$ cat config.mk
export PLATFORM = sky130hd
export DESIGN_NAME = lift_ctrl_n
export DESIGN_NICKNAME = d
export VERILOG_FILES = /design/src/rtl/lift_ctrl_n.sv
export SDC_FILE = /design/constraint.sdc
export NUM_CORES = 1
export LEC_CHECK = 0
export ABC_AREA = 1
export BUFFER_PORTS_ARGS = -buffer_cell sky130_fd_sc_hd__buf_2
export CAP_MARGIN = 20
export CELL_PAD_IN_SITES_DETAIL_PLACEMENT = 1
export CELL_PAD_IN_SITES_GLOBAL_PLACEMENT = 1
export CORE_MARGIN = 2
export CORE_UTILIZATION = 37
export CTS_CLUSTER_SIZE = 14
export DETAILED_ROUTE_END_ITERATION = 12
export GPL_TIMING_DRIVEN = 0
export PLACE_DENSITY_LB_ADDON = 0.1
export SLEW_MARGIN = 25
export SYNTH_ARGS = -nofsm -noshare
export SYNTH_HDL_FRONTEND = slang
export SYNTH_SLANG_ARGS = --single-unit
$ cat constraint.sdc
create_clock -name clk_i -period 1.85 [get_ports clk_i]
set_input_delay 0.185 -clock clk_i [delete_from_list [all_inputs] [get_ports clk_i]]
set_output_delay 0.185 -clock clk_i [all_outputs]
set_load 0.01 [all_outputs]
$ cat src/rtl/lift_ctrl_n.sv
// ----------------------------------------------------------------------------
// lift_ctrl_n -- N-floor lift controller with SCAN request ordering.
//
// Floor requests are latched into a pending bitmap. The car moves one floor
// every TRAVEL_CYCLES clocks and keeps its direction while requests lie ahead,
// otherwise it reverses. At each serviced floor the door stays open for
// DOOR_CYCLES clocks; a request for the open floor re-arms the door timer.
//
// Ports:
//   clk_i           clock, all state updates on the rising edge
//   rst_ni          synchronous reset, active low
//   req_valid_i     request strobe, sampled every edge
//   req_floor_i     requested floor (ignored when >= FLOORS)
//   cur_floor_o     current floor; while moving, the floor being left
//   floor_onehot_o  one-hot decode of cur_floor_o
//   moving_up_o     car travelling upwards
//   moving_down_o   car travelling downwards
//   door_open_o     door open at cur_floor_o
//   pending_o       outstanding request bitmap
// ----------------------------------------------------------------------------
module lift_ctrl_n #(
    parameter int unsigned FLOORS        = 4,
    parameter int unsigned TRAVEL_CYCLES = 4,
    parameter int unsigned DOOR_CYCLES   = 3,
    localparam int unsigned FW = (FLOORS > 1) ? $clog2(FLOORS) : 1
) (
    input  logic              clk_i,
    input  logic              rst_ni,
    input  logic              req_valid_i,
    input  logic [FW-1:0]     req_floor_i,
    output logic [FW-1:0]     cur_floor_o,
    output logic [FLOORS-1:0] floor_onehot_o,
    output logic              moving_up_o,
    output logic              moving_down_o,
    output logic              door_open_o,
    output logic [FLOORS-1:0] pending_o
);

    localparam int unsigned MaxCyc = (TRAVEL_CYCLES > DOOR_CYCLES) ? TRAVEL_CYCLES : DOOR_CYCLES;
    localparam int unsigned TW     = $clog2(MaxCyc) + 1;

    localparam logic [TW-1:0]     TravelLoad = TW'(TRAVEL_CYCLES - 1);
    localparam logic [TW-1:0]     DoorLoad   = TW'(DOOR_CYCLES - 1);
    localparam logic [FLOORS-1:0] Floor0Mask = FLOORS'(1);

    typedef enum logic [1:0] {StIdle, StMoveUp, StMoveDown, StDoor} state_e;

    state_e            state_q, state_d;
    logic [FW-1:0]     cur_floor_q, cur_floor_d;
    logic [FLOORS-1:0] pending_q, pending_d;
    logic              dir_up_q, dir_up_d;
    logic [TW-1:0]     timer_q, timer_d;

    logic [FLOORS-1:0] here_mask;
    logic [FLOORS-1:0] req_set;
    logic [FLOORS-1:0] pend_clr;
    logic              pend_here, pend_above, pend_below;
    logic              pend_next_up, pend_next_dn;
    logic              door_hit, at_top, at_bottom;

    // Request decode and pending-map queries, all from registered state.
    always_comb begin
        req_set    = '0;
        pend_above = 1'b0;
        pend_below = 1'b0;
        for (int unsigned i = 0; i < FLOORS; i++) begin
            if (req_valid_i && (32'(req_floor_i) == i)) begin
                req_set[i] = 1'b1;
            end
            if (pending_q[i] && (i > 32'(cur_floor_q))) begin
                pend_above = 1'b1;
            end
            if (pending_q[i] && (i < 32'(cur_floor_q))) begin
                pend_below = 1'b1;
            end
        end
        here_mask    = Floor0Mask << cur_floor_q;
        pend_here    = |(pending_q & here_mask);
        pend_next_up = |(pending_q & (here_mask << 1));
        pend_next_dn = |(pending_q & (here_mask >> 1));
        at_top       = (32'(cur_floor_q) == (FLOORS - 1));
        at_bottom    = (cur_floor_q == '0);
        // A call for the floor whose door is open only re-arms the door.
        door_hit     = (state_q == StDoor) && req_valid_i && (req_floor_i == cur_floor_q);
        if (door_hit) begin
            req_set = '0;
        end
    end

    // State register.
    always_ff @(posedge clk_i) begin
        if (!rst_ni) begin
            state_q     <= StIdle;
            cur_floor_q <= '0;
            pending_q   <= '0;
            dir_up_q    <= 1'b1;
            timer_q     <= '0;
        end else begin
            state_q     <= state_d;
            cur_floor_q <= cur_floor_d;
            pending_q   <= pending_d;
            dir_up_q    <= dir_up_d;
            timer_q     <= timer_d;
        end
    end

    // Next-state logic.
    always_comb begin
        state_d     = state_q;
        cur_floor_d = cur_floor_q;
        dir_up_d    = dir_up_q;
        timer_d     = timer_q;
        pend_clr    = '0;

        unique case (state_q)
            StIdle: begin
                if (pend_here) begin
                    state_d  = StDoor;
                    pend_clr = here_mask;
                    timer_d  = DoorLoad;
                end else if (pend_above && (dir_up_q || !pend_below)) begin
                    state_d  = StMoveUp;
                    dir_up_d = 1'b1;
                    timer_d  = TravelLoad;
                end else if (pend_below) begin
                    state_d  = StMoveDown;
                    dir_up_d = 1'b0;
                    timer_d  = TravelLoad;
                end
            end

            StMoveUp: begin
                if (timer_q != '0) begin
                    timer_d = timer_q - TW'(1);
                end else if (at_top) begin
                    // Unreachable while a target lies ahead; keeps the car in range.
                    state_d = StIdle;
                end else begin
                    cur_floor_d = cur_floor_q + FW'(1);
                    if (pend_next_up) begin
                        state_d  = StDoor;
                        pend_clr = here_mask << 1;
                        timer_d  = DoorLoad;
                    end else begin
                        timer_d = TravelLoad;
                    end
                end
            end

            StMoveDown: begin
                if (timer_q != '0) begin
                    timer_d = timer_q - TW'(1);
                end else if (at_bottom) begin
                    state_d = StIdle;
                end else begin
                    cur_floor_d = cur_floor_q - FW'(1);
                    if (pend_next_dn) begin
                        state_d  = StDoor;
                        pend_clr = here_mask >> 1;
                        timer_d  = DoorLoad;
                    end else begin
                        timer_d = TravelLoad;
                    end
                end
            end

            StDoor: begin
                if (door_hit) begin
                    timer_d = DoorLoad;
                end else if (timer_q == '0) begin
                    state_d = StIdle;
                end else begin
                    timer_d = timer_q - TW'(1);
                end
            end

            default: begin
                state_d = StIdle;
            end
        endcase

        // A fresh capture of a bit being cleared survives (door case already filtered).
        pending_d = (pending_q & ~pend_clr) | req_set;
    end

    // Outputs, decoded from registered state only.
    always_comb begin
        cur_floor_o    = cur_floor_q;
        floor_onehot_o = here_mask;
        moving_up_o    = (state_q == StMoveUp);
        moving_down_o  = (state_q == StMoveDown);
        door_open_o    = (state_q == StDoor);
        pending_o      = pending_q;
    end

endmodule
* Word level (Yosys, flattened, before mapping) *
Cells that the tools add are included.

storage, ports and cells
  register bits after elaboration = 12
  bits of input ports = 5
  word-level logic and storage cells = 121

cells by class
  add/subtract/negate cells = 3
  $lt $le $gt $ge = 6
  equality and inequality tests = 20
  shifts and indexed selects = 1
  muxes and demuxes = 50
  bitwise gates (word level) = 7
  reduce and logical (&&, ||, !) cells = 29

operators by type and width
  kind                                                        number
  two-way mux 3 bit                                           12
  two-way mux 2 bit                                           15
  two-way mux 4 bit                                           5
  two-way mux 1 bit                                           14
  logical AND 1 bit                                           13
  bitwise AND 4 bit                                           3
  case mux 3 bit (4 select lines)                             1
  case mux 4 bit (3 select lines)                             1
  OR reduction 4 bit                                          3
  == test 2 bit (second input constant)                       5
  != test 2 bit (second input constant)                       5
  case mux 2 bit (4 select lines)                             1
  AND reduction 7 bit                                         1
  zero test 2 bit                                             3
  != test 3 x 1 -> 1 bit (second input constant)              2
  != test 3 x 2 -> 1 bit (second input constant)              2
  AND reduction 5 bit                                         1
  bitwise AND 4 x 3 -> 4 bit                                  1
  == test 2 x 1 -> 1 bit (second input constant)              2
  > comparator 2 bit (first input constant)                   2
  less-than comparator 1 x 2 -> 1 bit (first input constant)  2
  != test 4 bit (second input constant)                       1
  inverter 4 bit                                              1
  OR 4 bit                                                    1
  other kinds (18)                                            19

* Logic depth before layout (Yosys ltp) *
  depth in word-level cells = 11
  gate-level depth with buffers = 13

* Least setup slack after synthesis *
OpenSTA, ideal clock, no wires.

  path type = reg-to-reg
  start = register cur_floor_q[0] (netlist: cur_floor_o[0])
  end = register state_q[1]
  arrival = 1.656 ns
  setup slack = 0.083 ns
  stages on the path, launching flop included = 13
  clock period less this slack = 1.767 ns
  cells stage by stage = dfxtp_1 inv_1 ha_1 nand2_1 nand2_1 inv_1 nand2_4 nor2_2 nand2_2 nand3_1 nand2_1 nand2_1 nor2_1

RTL lines
  item                                                                                     line    text
  from (decl)                                                                              49      logic [FW-1:0] cur_floor_q, cur_floor_d;
  from (signal assigned)                                                                   100     cur_floor_q <= cur_floor_d;
  left shift 1 x 2 -> 4 bit (*)                                                            77      here_mask = Floor0Mask << cur_floor_q;
  named net floor_onehot_o[0]                                                              32      output logic [FLOORS-1:0] floor_onehot_o,
  bitwise AND 4 bit, on equally long branches                                              78, 79
  OR reduction 4 bit, on equally long branches                                             78, 79
  != test 4 bit (no source line) (tied with other cells)                                   -
  AND reduction 7 bit (no source line) or case mux 2 bit (4 select lines) (tied branches)  -
  to (signal assigned)                                                                     93      state_q <= StIdle;
  to (signal assigned)                                                                     99      state_q <= state_d;
  to (decl)                                                                                48      state_e state_q, state_d;

The timed path passes the listed nets; every way through them passes the cells marked *. The select of a mux whose other input is x is not followed.
A chain may end at the register's enable or synchronous reset.

* Worst setup path in the final report *
  start = register cur_floor_q[0] (netlist: cur_floor_o[0])
  end = register timer_q[2]

between the ends
  cells in the longest elaborated chain, start to end = 11

ends and longest elaborated chain
  item                                 line  text
  less-than comparator 1 x 2 -> 1 bit  73    if (pending_q[i] && (i < 32'(cur_floor_q))) begin
  logical AND 1 bit                    73
  two-way mux 1 bit (3 in series)      73
  zero test 1 bit                      121   end else if (pend_above && (dir_up_q || !pend_below)) begin
  logical OR 1 bit                     121
  logical AND 1 bit                    121
  two-way mux 3 bit                    121
  two-way mux 3 bit                    117   if (pend_here) begin
  case mux 3 bit (4 select lines)      115   unique case (state_q)
  to (signal assigned)                 103   timer_q <= timer_d;
  to (decl)                            52    logic [TW-1:0] timer_q, timer_d;

Several ways; a longest one is shown, not always the timed one.

==> PnR_summary.wiki <==
{| class="wikitable"
! Metric !! Value
|-
| Global-route wire length before repair || 5.46 mm
|-
| Antenna diode instance count || 0
|-
| Shortest period the worst path allows || 1790 ps
|-
| Share of cell area taken by muxes after synthesis || 0%
|-
| Stages on worst setup path || 12
|-
| Critical path class || flop to flop
|-
| Worst Path Buf+Inv || 2
|-
| Detailed-route vias per instance || 5.35
|-
| Highest clock frequency the design can meet || 557 MHz
|-
| Post-Route Skew || 6.41 ps
|-
| Post-synthesis adder-cell area fraction || 8.24%
|-
| Peak supply drop || 0.930 mV
|-
| Launch instance of the worst register-to-register path || cur_floor_o[0]
|-
| Clock-pin slew of the registers on the worst-case setup and hold paths || 80 ps
|-
| Overall routed net length || 3.63 mm
|-
| Quantity of I/O buffers inserted on ports || 17
|-
| Core outline area || 2730 um^2
|-
| Count of standard-cell rows || 19
|-
| Total Routing Usage GR || 21.3%
|-
| Number of pins exceeding their max-slew limit in the final report || 0
|-
| Placed wire-length estimate after detailed placement || 2.67 mm
|-
| GPL Wtd Cong || 0.873
|-
| Post-Layout Cell Count || 236
|-
| Max Cap Viol || 0
|-
| Number of standard cells after synthesis || 179
|-
| Number of failing setup endpoints in the final timing report || 0
|-
| Depth of the worst hold-timing path || 3
|-
| CTS root buf || sky130_fd_sc_hd__clkbuf_4
|-
| CTS Buf Count || 3
|-
| Hold-fix buffers, CTS || 0
|-
| Initial drt markers || 27
|-
| Combinational family with the most area after synthesis || simple AND/OR/NAND/NOR gates
|-
| Number of global-route vias before repair || 1,214
|-
| Number of distinct library cell variants in the gate-level netlist after synthesis || 19
|-
| Layout-stage area growth over the synthesis result || 26.1%
|-
| Clk sink count || 12
|-
| Simple logic cell fraction of the synthesized area || 49.9%
|-
| Clock latency reported for the late side of the worst-skew pair || 280 ps
|-
| Total number of yosys warnings || 0
|-
| Total number of vias || 1,263
|-
| Number of optimization iterations in the first detailed-route pass || 4
|-
| Outcome || complete, no violations
|-
| Fraction of the core area covered by cells at the end of the flow || 49.1%
|-
| Share of final-layout standard cells stronger than drive strength 1 || 30.7%
|-
| Sum of overflow across all layers after global routing || 0
|-
| PD cells || 1540 nW/um^2
|-
| Critical Path Sink Type || flop
|-
| Arrival @ worst endpoint || 2020 ps
|-
| CTS tree || yes
|-
| Post-layout nets || 219
|-
| Routed length per instance || 15.4 um
|-
| Die outline area || 3320 um^2
|-
| CTS max path bufs || 2
|-
| Minimum setup slack among reg-to-reg paths || 60 ps
|-
| Delay of the slowest critical-path stage || 400 ps
|-
| Synthesized cell area || 1060 um^2
|-
| Flop and latch count out of synthesis || 12
|-
| Leakage || 0.669 nW
|-
| Part of the Yosys area used for sequential elements || 22.6%
|-
| Biggest fanout along the worst timing path || 5
|-
| CP delay by family, top || simple AND/OR/NAND/NOR gates
|-
| Effective utilization at floorplan || 38.9%
|-
| Number of cells after detailed placement || 227
|-
| Worst endpoint required time || 2080 ps
|-
| Portion of synthesized cell area occupied by the leading cell type || 22.6%
|-
| Syn avg cell area || 5.94 um^2
|-
| Worst Reg-to-Reg Cells || 12
|-
| Cell types with the largest area share after synthesis || sky130_fd_sc_hd__dfxtp_1, sky130_fd_sc_hd__nand2_1, sky130_fd_sc_hd__nand3_1
|-
| Ratio of final minimum period to clock period || 97.0%
|-
| Worst hold path type || input port to flop
|-
| Cell taking the most area after synthesis || sky130_fd_sc_hd__dfxtp_1
|-
| H-tree levels || 1
|-
| Post-synthesis compound-gate area fraction || 8.59%
|-
| Count of nets left with antenna violations after detail routing || 0
|-
| Source of the worst hold timing path || rst_ni
|-
| Num ports || 18
|-
| Die boundary height || 57.6 um
|-
| Crit path cell chain || clkinvlp_4, buf_4, ha_1, nand2_1, nand3_2, nor2_2, nand2_2, nand2_4, nor2_4, nand2_1, nand2_1, nor2_2
|-
| Post-Synthesis Net Count || 191
|-
| Post-place setup slack || -128 ps
|-
| Maximum number of pins on one net before global-route repair || 9
|-
| Top cell by count, worst path || sky130_fd_sc_hd__nand2_1
|-
| Hold EP || cur_floor_o[0]
|-
| Worst-margin pin slew || 363 ps
|-
| Cell at the slowest stage of the critical path || sky130_fd_sc_hd__dfxtp_4
|-
| RSZ-0062 raised after global routing || true
|-
| Destination of the worst register-to-register timing path || timer_q[2]
|-
| Total count of hold-check failures in the final report || 0
|-
| Final routed DRC violation total || 0
|-
| Worst Slack Setup Final || 55.5 ps
|-
| Synth Area in XOR/XNOR || 1.53%
|-
| Relative max-transition margin || 75.6%
|-
| Worst setup SP type || flop
|-
| Width of the die || 57.6 um
|-
| Number of antenna violations at the first check in global routing || 0
|}
==> power breakdown <==
part | switching [mW] | internal, mW | leakage, nW
clock network | 0.0992 | 0.0757 | 0.0138
registers | 0.0869 | 0.347 | 0.100
logic | 0.914 | 0.538 | 0.555
==> per-stage QoR <==
step                      instance area (um^2)  total power [mW]  TNS, ps  hold WS [ps]
final                                     1340              2.06        0           195
after global placement                    1190              1.58     -247           453
after CTS                                 1220              1.82        0           197
after global routing                      1340              2.24     -105           204
after detailed placement                  1190              1.62     -634           474
after floorplan                           1060              1.29        0           305
==> layer usage <==
metal	share of wire [%]	routed length (um)	GRT usage, %	vias to the layer above
li1	-	-	-	632
met1	42	1510	26.8	602
met2	53	1920	37.2	22
met3	3.5	127	2.23	7
met4	1.7	63	8.64	0
met5	0	0	0	-
==> worst reg2reg max path, cell delays in order, from the launching register on <==
cell                         delay [ps]
sky130_fd_sc_hd__dfxtp_4            400
sky130_fd_sc_hd__clkinvlp_4         170
sky130_fd_sc_hd__buf_4              180
sky130_fd_sc_hd__ha_1               190
sky130_fd_sc_hd__nand2_1             90
sky130_fd_sc_hd__nand3_2            120
sky130_fd_sc_hd__nor2_2             150
sky130_fd_sc_hd__nand2_2            110
sky130_fd_sc_hd__nand2_4             90
sky130_fd_sc_hd__nor2_4              50
sky130_fd_sc_hd__nand2_1             50
sky130_fd_sc_hd__nand2_1             60
sky130_fd_sc_hd__nor2_2              90
==> kinds of logic after synthesis <==
kind of cell,after synthesis
AOI/OAI and AO/OA,17
and+or+nand+nor,116
xor gates and xnor gates,1
DFF,12
adders and majority gates,7
buffers and inverters,26
==> repair_timing <==
item                       in CTS  in global routing
setup endpoints to repair       6                  8
resized for setup               6                 15
buffers inserted                0                  6
cloned                          0                  0
pin swaps                       0                  2
==> sequential cells by signal, summed over array words and instances (netlist names) <==
register / flops
timer_q: 3
pending_o: 4
cur_floor_o: 2
state_q: 2
dir_up_q: 1
==> cells in the final DEF, fill, tap and decap left out <==
master / instances
sky130_fd_sc_hd__buf_2: 17
sky130_fd_sc_hd__a31oi_1: 1
sky130_fd_sc_hd__nand2_1: 57
sky130_fd_sc_hd__nand2_4: 2
sky130_fd_sc_hd__a21oi_1: 7
sky130_fd_sc_hd__a31oi_2: 1
sky130_fd_sc_hd__nand2_2: 5
sky130_fd_sc_hd__clkinvlp_4: 2
sky130_fd_sc_hd__ha_4: 3
sky130_fd_sc_hd__nor2_2: 4
sky130_fd_sc_hd__buf_4: 6
sky130_fd_sc_hd__nand3_1: 17
sky130_fd_sc_hd__inv_2: 10
sky130_fd_sc_hd__dfxtp_4: 2
sky130_fd_sc_hd__inv_1: 14
sky130_fd_sc_hd__nor2_4: 2
sky130_fd_sc_hd__nand4_1: 7
sky130_fd_sc_hd__dfxtp_1: 10
sky130_fd_sc_hd__xnor2_2: 1
sky130_fd_sc_hd__o22ai_1: 1
sky130_fd_sc_hd__o21ai_0: 4
sky130_fd_sc_hd__ha_1: 4
sky130_fd_sc_hd__nor2_1: 17
sky130_fd_sc_hd__o21ai_1: 2
sky130_fd_sc_hd__a21boi_0: 1
sky130_fd_sc_hd__nand3_2: 5
sky130_fd_sc_hd__clkbuf_4: 3
==> synth_stat cells <==
| cell type | n |
|---|---|
| sky130_fd_sc_hd__a31oi_1 | 2 |
| sky130_fd_sc_hd__dfxtp_1 | 12 |
| sky130_fd_sc_hd__a21oi_1 | 7 |
| sky130_fd_sc_hd__nand3_1 | 19 |
| sky130_fd_sc_hd__xnor2_2 | 1 |
| sky130_fd_sc_hd__a21boi_0 | 1 |
| sky130_fd_sc_hd__nand3_2 | 3 |
| sky130_fd_sc_hd__inv_1 | 17 |
| sky130_fd_sc_hd__nand2_1 | 57 |
| sky130_fd_sc_hd__ha_1 | 7 |
| sky130_fd_sc_hd__nor2_2 | 5 |
| sky130_fd_sc_hd__nand4_1 | 7 |
| sky130_fd_sc_hd__nor2_1 | 18 |
| sky130_fd_sc_hd__nand2_2 | 6 |
| sky130_fd_sc_hd__o21ai_1 | 1 |
| sky130_fd_sc_hd__nand2_4 | 1 |
| sky130_fd_sc_hd__o22ai_1 | 1 |
| sky130_fd_sc_hd__o21ai_0 | 5 |
| sky130_fd_sc_hd__inv_2 | 9 |
==> worst max-delay path by stage <==
stage / startpoint / end
floorplan: cur_floor_o[0] / state_q[1]
global placement: cur_floor_o[1] / state_q[1]
detailed placement: cur_floor_o[1] / state_q[0]
CTS: cur_floor_o[0] / timer_q[2]
global route: cur_floor_o[0] / timer_q[2]
finish: cur_floor_o[0] / timer_q[2]
==> area by class of cell <==
type                       count  area (um^2)
sequential                    12          248
inverter                      26          105
timing repair buffer          23          130
clock buffer                   3         22.5
fill                         380         1390
multi-input combinational    141          797
tap                           31         38.8
(Power assumes the default switching activity.)
